$ cat config.mk
export PLATFORM = sky130hd
export DESIGN_NAME = uart_baud_gen_flat
export DESIGN_NICKNAME = d
export VERILOG_FILES = /design/src/rtl/uart_pkg.sv /design/src/rtl/uart_baud_gen_if.sv /design/src/rtl/uart_baud_frac_acc.sv /design/src/rtl/uart_baud_gen.sv /design/src/flat_wrapper.sv
export SDC_FILE = /design/constraint.sdc
export NUM_CORES = 1
export LEC_CHECK = 0
export BUFFER_PORTS_ARGS = -buffer_cell sky130_fd_sc_hd__buf_4
export CORE_UTILIZATION = 30
export CTS_CLUSTER_SIZE = 16
export DETAILED_ROUTE_END_ITERATION = 12
export PLACE_DENSITY = 0.54
export SLEW_MARGIN = 20
export SYNTH_ARGS = -nofsm -noshare
export SYNTH_HDL_FRONTEND = slang
export SYNTH_HIERARCHICAL = 1
export SYNTH_SLANG_ARGS = --single-unit
$ cat constraint.sdc
create_clock -name i_clk -period 4.5 [get_ports i_clk]
set_input_delay 0.9 -clock i_clk [delete_from_list [all_inputs] [get_ports i_clk]]
set_output_delay 0.9 -clock i_clk [all_outputs]
set_load 0.01 [all_outputs]
$ cat src/rtl/uart_pkg.sv
// rtl/uart_pkg.sv - shared types and constants for the UART baud timebase
//
// Package contents:
//   BaudCntWidth / BaudFracWidth : default divisor field widths
//   MinDiv                       : smallest usable integer divisor (0 and 1 clamp to it)
//   DefaultBaudDiv               : integer divisor active out of reset
//   baud_div_t                   : {integer, fractional} divisor pair
package uart_pkg;

  localparam int BaudCntWidth   = 16;
  localparam int BaudFracWidth  = 4;
  localparam int MinDiv         = 2;
  localparam int DefaultBaudDiv = 16;

  typedef struct packed {
    logic [BaudCntWidth-1:0]  div_int;
    logic [BaudFracWidth-1:0] div_frac;
  } baud_div_t;

endpackage

$ cat src/rtl/uart_baud_gen_if.sv
// rtl/uart_baud_gen_if.sv - control/status bundle between CSR, shifters and the baud timebase
//
// Signals:
//   i_en, i_sync                    : count enable and synchronous phase restart
//   i_div_int, i_div_frac, i_div_load : divisor request and its capture strobe
//   o_tick, o_half                  : end-of-period and mid-period pulses
//   o_count, o_div_active           : period counter and integer divisor in effect
// Modports: master (CSR/shifter side), slave (uart_baud_gen).
interface uart_baud_gen_if #(
  parameter int CntWidth  = 16,
  parameter int FracWidth = 4
);

  logic                 i_en;
  logic                 i_sync;
  logic [CntWidth-1:0]  i_div_int;
  logic [FracWidth-1:0] i_div_frac;
  logic                 i_div_load;
  logic                 o_tick;
  logic                 o_half;
  logic [CntWidth-1:0]  o_count;
  logic [CntWidth-1:0]  o_div_active;

  modport master (
    output i_en, i_sync, i_div_int, i_div_frac, i_div_load,
    input  o_tick, o_half, o_count, o_div_active
  );

  modport slave (
    input  i_en, i_sync, i_div_int, i_div_frac, i_div_load,
    output o_tick, o_half, o_count, o_div_active
  );

endinterface

$ cat src/rtl/uart_baud_frac_acc.sv
// rtl/uart_baud_frac_acc.sv - fractional phase accumulator producing a one-cycle period stretch
//
// Ports:
//   i_clk, i_rst_n : clock, asynchronous active-low reset
//   i_wrap         : period boundary; accumulate i_frac
//   i_clear        : phase restart; zero accumulator and carry (wins over i_wrap)
//   i_frac         : fractional divisor, units of 1/2^FracWidth
//   o_carry        : lengthens the following period by one cycle
module uart_baud_frac_acc #(
  parameter int FracWidth = 4
) (
  input  logic                 i_clk,
  input  logic                 i_rst_n,
  input  logic                 i_wrap,
  input  logic                 i_clear,
  input  logic [FracWidth-1:0] i_frac,
  output logic                 o_carry
);

  logic [FracWidth-1:0] acc_q, acc_d;
  logic                 carry_q, carry_d;
  logic [FracWidth:0]   sum;

  assign sum = {1'b0, acc_q} + {1'b0, i_frac};

  always_comb begin
    acc_d   = acc_q;
    carry_d = carry_q;
    if (i_clear) begin
      acc_d   = '0;
      carry_d = 1'b0;
    end else if (i_wrap) begin
      acc_d   = sum[FracWidth-1:0];
      carry_d = sum[FracWidth];
    end
  end

  always_ff @(posedge i_clk or negedge i_rst_n) begin
    if (!i_rst_n) begin
      acc_q   <= '0;
      carry_q <= 1'b0;
    end else begin
      acc_q   <= acc_d;
      carry_q <= carry_d;
    end
  end

  assign o_carry = carry_q;

endmodule

$ cat src/rtl/uart_baud_gen.sv
// rtl/uart_baud_gen.sv - parametrised baud timebase with fractional divisor and phase restart
//
// Build option: UART_BAUD_FRAC_EN enables the fractional accumulator; without it
// i_div_frac is ignored and every period is exactly max(div, 2) cycles.
// Ports:
//   i_clk, i_rst_n : clock, asynchronous active-low reset
//   bus (slave)    : enable/sync, divisor request, tick/half pulses, counter and active divisor
// The interface instance must use the same CntWidth/FracWidth as this module.
module uart_baud_gen
  import uart_pkg::*;
#(
  parameter int CntWidth   = BaudCntWidth,
  parameter int FracWidth  = BaudFracWidth,
  parameter int DefaultDiv = DefaultBaudDiv
) (
  input logic            i_clk,
  input logic            i_rst_n,
  uart_baud_gen_if.slave bus
);

  localparam logic [CntWidth:0]   OneW        = (CntWidth+1)'(1);
  localparam logic [CntWidth-1:0] OneC        = CntWidth'(1);
  localparam logic [CntWidth-1:0] MinDivC     = CntWidth'(MinDiv);
  localparam logic [CntWidth-1:0] DefaultDivC = CntWidth'(DefaultDiv);

  logic [CntWidth-1:0] count_q, count_d;
  logic                tick_q, tick_d;
  logic                half_q, half_d;
  logic [CntWidth-1:0] div_q, div_d;
  logic [CntWidth-1:0] pend_int_q, pend_int_d;
  logic                pend_q, pend_d;

  logic [CntWidth-1:0] eff_div;
  logic [CntWidth:0]   len;
  logic                carry;
  logic                at_last;
  logic                at_half;
  logic                wrap;
  logic                apply_pt;
  logic                apply_now;

  // Period length is compared at CntWidth+1 bits so an all-ones divisor plus
  // a fractional carry cannot overflow.
  assign eff_div = (div_q < MinDivC) ? MinDivC : div_q;
  assign len     = {1'b0, eff_div} + {{CntWidth{1'b0}}, carry};
  assign at_last = ({1'b0, count_q} == (len - OneW));
  assign at_half = ({1'b0, count_q} == ((len >> 1) - OneW));
  assign wrap    = bus.i_en & ~bus.i_sync & at_last;

  // A divisor change is only allowed where no period is in flight from the
  // consumer's point of view: a boundary, a restart, or while stalled. A load
  // on such an edge bypasses the pending register and takes effect at once.
  assign apply_pt  = wrap | bus.i_sync | ~bus.i_en;
  assign apply_now = apply_pt & (bus.i_div_load | pend_q);

`ifdef UART_BAUD_FRAC_EN
  logic [FracWidth-1:0] frac_q, frac_d;
  logic [FracWidth-1:0] pend_frac_q, pend_frac_d;

  always_comb begin
    frac_d      = frac_q;
    pend_frac_d = pend_frac_q;
    if (bus.i_div_load) pend_frac_d = bus.i_div_frac;
    if (apply_now) frac_d = bus.i_div_load ? bus.i_div_frac : pend_frac_q;
  end

  always_ff @(posedge i_clk or negedge i_rst_n) begin
    if (!i_rst_n) begin
      frac_q      <= '0;
      pend_frac_q <= '0;
    end else begin
      frac_q      <= frac_d;
      pend_frac_q <= pend_frac_d;
    end
  end

  uart_baud_frac_acc #(
    .FracWidth(FracWidth)
  ) u_frac_acc (
    .i_clk   (i_clk),
    .i_rst_n (i_rst_n),
    .i_wrap  (wrap),
    .i_clear (bus.i_sync),
    .i_frac  (frac_q),
    .o_carry (carry)
  );
`else
  logic frac_unused;
  assign frac_unused = ^bus.i_div_frac;
  assign carry       = 1'b0;
`endif

  always_comb begin
    count_d    = count_q;
    tick_d     = 1'b0;
    half_d     = 1'b0;
    div_d      = div_q;
    pend_int_d = pend_int_q;
    pend_d     = pend_q;

    if (bus.i_sync) begin
      count_d = '0;
    end else if (bus.i_en) begin
      count_d = at_last ? '0 : (count_q + OneC);
      tick_d  = at_last;
      half_d  = at_half;
    end

    if (bus.i_div_load) begin
      pend_int_d = bus.i_div_int;
      pend_d     = 1'b1;
    end
    if (apply_now) begin
      div_d  = bus.i_div_load ? bus.i_div_int : pend_int_q;
      pend_d = 1'b0;
    end
  end

  always_ff @(posedge i_clk or negedge i_rst_n) begin
    if (!i_rst_n) begin
      count_q    <= '0;
      tick_q     <= 1'b0;
      half_q     <= 1'b0;
      div_q      <= DefaultDivC;
      pend_int_q <= '0;
      pend_q     <= 1'b0;
    end else begin
      count_q    <= count_d;
      tick_q     <= tick_d;
      half_q     <= half_d;
      div_q      <= div_d;
      pend_int_q <= pend_int_d;
      pend_q     <= pend_d;
    end
  end

  assign bus.o_tick       = tick_q;
  assign bus.o_half       = half_q;
  assign bus.o_count      = count_q;
  assign bus.o_div_active = div_q;

endmodule

$ cat src/flat_wrapper.sv
// flat-port wrapper written by rule: the top's interface ports become plain ports
module uart_baud_gen_flat import uart_pkg::*;
#(
  parameter int CntWidth   = BaudCntWidth,
  parameter int FracWidth  = BaudFracWidth,
  parameter int DefaultDiv = DefaultBaudDiv
)
  (i_clk, i_rst_n, bus_i_en, bus_i_sync, bus_i_div_int, bus_i_div_frac, bus_i_div_load, bus_o_tick, bus_o_half, bus_o_count, bus_o_div_active);
  uart_baud_gen_if #(.CntWidth(CntWidth), .FracWidth(FracWidth)) bus_i ();
  input logic i_clk;
  input logic i_rst_n;
  input wire logic [$bits(bus_i.i_en)-1:0] bus_i_en;
  input wire logic [$bits(bus_i.i_sync)-1:0] bus_i_sync;
  input wire logic [$bits(bus_i.i_div_int)-1:0] bus_i_div_int;
  input wire logic [$bits(bus_i.i_div_frac)-1:0] bus_i_div_frac;
  input wire logic [$bits(bus_i.i_div_load)-1:0] bus_i_div_load;
  output wire logic [$bits(bus_i.o_tick)-1:0] bus_o_tick;
  output wire logic [$bits(bus_i.o_half)-1:0] bus_o_half;
  output wire logic [$bits(bus_i.o_count)-1:0] bus_o_count;
  output wire logic [$bits(bus_i.o_div_active)-1:0] bus_o_div_active;
  assign bus_i.i_en = bus_i_en;
  assign bus_i.i_sync = bus_i_sync;
  assign bus_i.i_div_int = bus_i_div_int;
  assign bus_i.i_div_frac = bus_i_div_frac;
  assign bus_i.i_div_load = bus_i_div_load;
  assign bus_o_tick = bus_i.o_tick;
  assign bus_o_half = bus_i.o_half;
  assign bus_o_count = bus_i.o_count;
  assign bus_o_div_active = bus_i.o_div_active;
  uart_baud_gen #(.CntWidth(CntWidth), .FracWidth(FracWidth), .DefaultDiv(DefaultDiv)) u_core (.i_clk(i_clk), .i_rst_n(i_rst_n), .bus(bus_i));
endmodule
==> impl_metrics.tcl <==
set metrics [dict create \
    synth_edf_count 0 \
    endpoint_kind "register" \
    place_ws_ns 0.229 \
    hp-class "register to register" \
    first_pass_iters 4 \
    syn_to_final_growth_pct 19.4 \
    critPathRequiredTime_ns 4.69 \
    drtIter0Drc 186 \
    r2r_cells 11 \
    cts-root-buf "clkbuf_16" \
    tightest_slew_ns 0.757 \
    synth_area_leaders "dfrtp_1 (33%), mux2i_1 (8.9%), xnor2_1 (6.0%)" \
    vias 3378 \
    synth-seq-area-share_pct 33.5 \
    grtUsageTotal_pct 16.3 \
    clock_latency_ns 0.30 \
    grt_pass1_wl_mm 16.7 \
    antenna_found_initial 0 \
    antenna-diode-count 0 \
    crit_buf_inv 1 \
    clock_skew_ns 0.0118 \
    irDropWorstVdd_uv 128 \
    hold_depth 2 \
    cts_hold_buf 0 \
    overflow 0 \
    reg2reg_slack_ns 0.23 \
    slowest_stage "or4b_1" \
    row_count 40 \
    route.detailed.drc 0 \
    rsz0062_at_grt "false" \
    yosysTopAreaCell "dfrtp_1" \
    yosys_most_used_dff "dfrtp_1" \
    clk_path_buf_depth 2 \
    clk_pin_slew_ns 0.07 \
    dp_hpwl_mm 7.51 \
    wl_per_cell_um 15.8 \
    initial_core_util_pct 31.2 \
    antenna_left 0 \
    grt_pass1_vias 3215 \
    path_class "register to register" \
    synth_cell_types 58 \
    core_area_um2 12200 \
    p_per_area_nw_per_um2 339 \
    startpoint_type "register" \
    period_needed_ns 4.27 \
    numClockSinks 51 \
    final_nets 511 \
    synth_warnings 6 \
    drt-total-wl_mm 10.3 \
    io-pin-count 59 \
    cp.depth 11 \
    synth.top_cell.area_share_pct 32.8 \
    portBuffers 54 \
    via_per_inst 5.18 \
    max_freq_ghz 0.234 \
    place.gp.congestion 0.832 \
    max-slew-margin-rel_pct 49.5 \
    cts_buffers 5 \
    async_reset_ff_share_pct 100 \
    die_area_um2 13200 \
    final_max_slew_viol_count 0 \
    drive_gt1_share_pct 20.5 \
    run_status "finished clean" \
    crit_chain "or4_4 > o41ai_4 > ha_1 > or4b_2 > nor4_1 > xnor2_1 > nand4_1 > or4b_1 > buf_4 > mux2i_1 > nor2_1" \
    grt_max_degree 52 \
    n_fill_cell 1264 \
    cts_tree "built" \
    finalSetupTns_ns 0 \
    synth_cells 444 \
    netlist_area_um2 3810 \
    synth-seq-cells 51 \
    die_h_um 115 \
    leakage_uw 0.00199 \
    max_cap_viol_count 0 \
    critPathMaxStageDelay_ns 0.67 \
    die_w_um 115 \
    setup_viol 0 \
    avgSynthCellArea_um2 8.58 \
    critPathArrivalTime_ns 4.46 \
    post-cts-setup-buffers 0 \
    htree_levels 2 \
    final_hold_viol_count 0 \
    worst_slack_ns 0.225 \
    min_period_over_period_pct 95.0 \
    synth_nets 472 \
    critical_path.max_fanout 16 \
    cp_top_family "simple AND/OR/NAND/NOR gates" \
]
==> flip-flops by register name, summed over array words and instances, names as in the netlist <==
name                     flops
u_core/pend_q                1
u_core/pend_int_q           16
u_core/bus.o_tick            1
u_core/bus.o_div_active     16
u_core/bus.o_half            1
u_core/bus.o_count          16
==> worst register-to-register path, delay by kind of cell (launching register included) <==
kind            cells  cell delay (ns)
compound gates      1             0.42
xor+xnor            1             0.19
fa+ha+maj           1             0.27
buf+inv             1             0.30
flops               1             0.38
mux                 1             0.20
simple gates        6             2.41
==> power breakdown <==
| part | internal, µW | switching (µW) | total, µW |
|---|---|---|---|
| combinational | 264 | 348 | 612 |
| clock | 209 | 180 | 389 |
| sequential | 507 | 32.8 | 539 |
==> logic make-up (layout without fill, tap and decap cells) <==
group           count (synthesis)  in the layout  share of synthesized area [%]
xor+xnor                       48             48                           11.0
buf+inv                        66            106                           7.49
simple gates                  185            185                           25.7
flops                          51             51                           33.5
compound gates                 56             56                           12.1
fa+ha+maj                       3              3                          0.985
mux                            35             35                           9.23
==> synthesized netlist by cell type (all sizes together) (2+ instances only) <==
master and number:
dfrtp 50, nor2 49, mux2i 34, clkbuf 30, nand2 29, nand3 27, xnor2 26, inv 24
xor2 22, nand2b 18, o221ai 16, buf 12, nand4 10, nor4 10, a21oi 8, nor3 7
nor2b 6, o21ai 6, or2 6, a211oi 5, or4 5, nor3b 4, o32ai 4, and4 3
ha 3, a2111oi 2, a211o 2, a221oi 2, nand3b 2, nand4b 2, o41ai 2, or3b 2
or4b 2
==> final timing paths <==
check / start / end
setup / recovery: u_core/bus.o_div_active[8] / u_core/bus.o_div_active[12]
hold / removal: u_core/pend_int_q[12] / u_core/pend_int_q[12]
setup reg to reg: u_core/bus.o_div_active[8] / u_core/bus.o_div_active[12]
hold reg to reg: u_core/pend_int_q[12] / u_core/pend_int_q[12]
max in group asynchronous: i_rst_n / u_core/bus.o_div_active[14]
min in group asynchronous: i_rst_n / u_core/bus.o_count[1]
==> timing repair <==
item | in CTS | in global routing
gates resized for setup | 0 | 1
endpoints found under the setup margin | 0 | 4
hold endpoints to repair | 0 | 0
==> cell type report <==
type	count	area [µm²]	share of cell area, %
Clock buffer	6	129	2.83
Timing Repair Buffer	74	556	12.2
Sequential cell	51	1280	28.1
Multi-Input combinational cell	327	2270	49.9
Clock inverter	2	17.5	0.385
Inverter	24	90.1	1.98
Tap cell	168	210	4.62
==> per-layer routing <==
metal  share of wire [%]  GRT usage, %  vias to the layer above
li1                    -             -                     1632
met5                   0             0                        -
met1                  48          22.0                     1655
met4                 1.6          4.59                        0
met3                 3.7          2.86                       15
met2                  46          26.7                       76
==> through the flow <==
step | cells | hold WS (ns) | power, µW | cell area [µm²] | utilization (%)
finish | 652 | 0.508 | 1540 | 4550 | 37.2
global route | 652 | 0.548 | 1640 | 4550 | 37.2
CTS | 652 | 0.514 | 1560 | 4540 | 37.2
detailed placement | 644 | 0.495 | 1160 | 4390 | 36.0
global placement | 644 | 0.488 | 1140 | 4390 | 36.0
floorplan | 444 | 0.466 | 948 | 3810 | -
==> layout by cell type (no fill, tap or decap), types with 8 or more instances in the layout <==
master	count
buf_4	74
nor4_1	9
nand2b_1	18
o221ai_1	16
a21oi_1	8
nor2_1	48
nand2_1	29
nand4_1	10
xnor2_1	26
dfrtp_1	50
nand3_1	27
mux2i_1	34
xor2_1	22
inv_1	24
(Power assumes the default switching activity.)
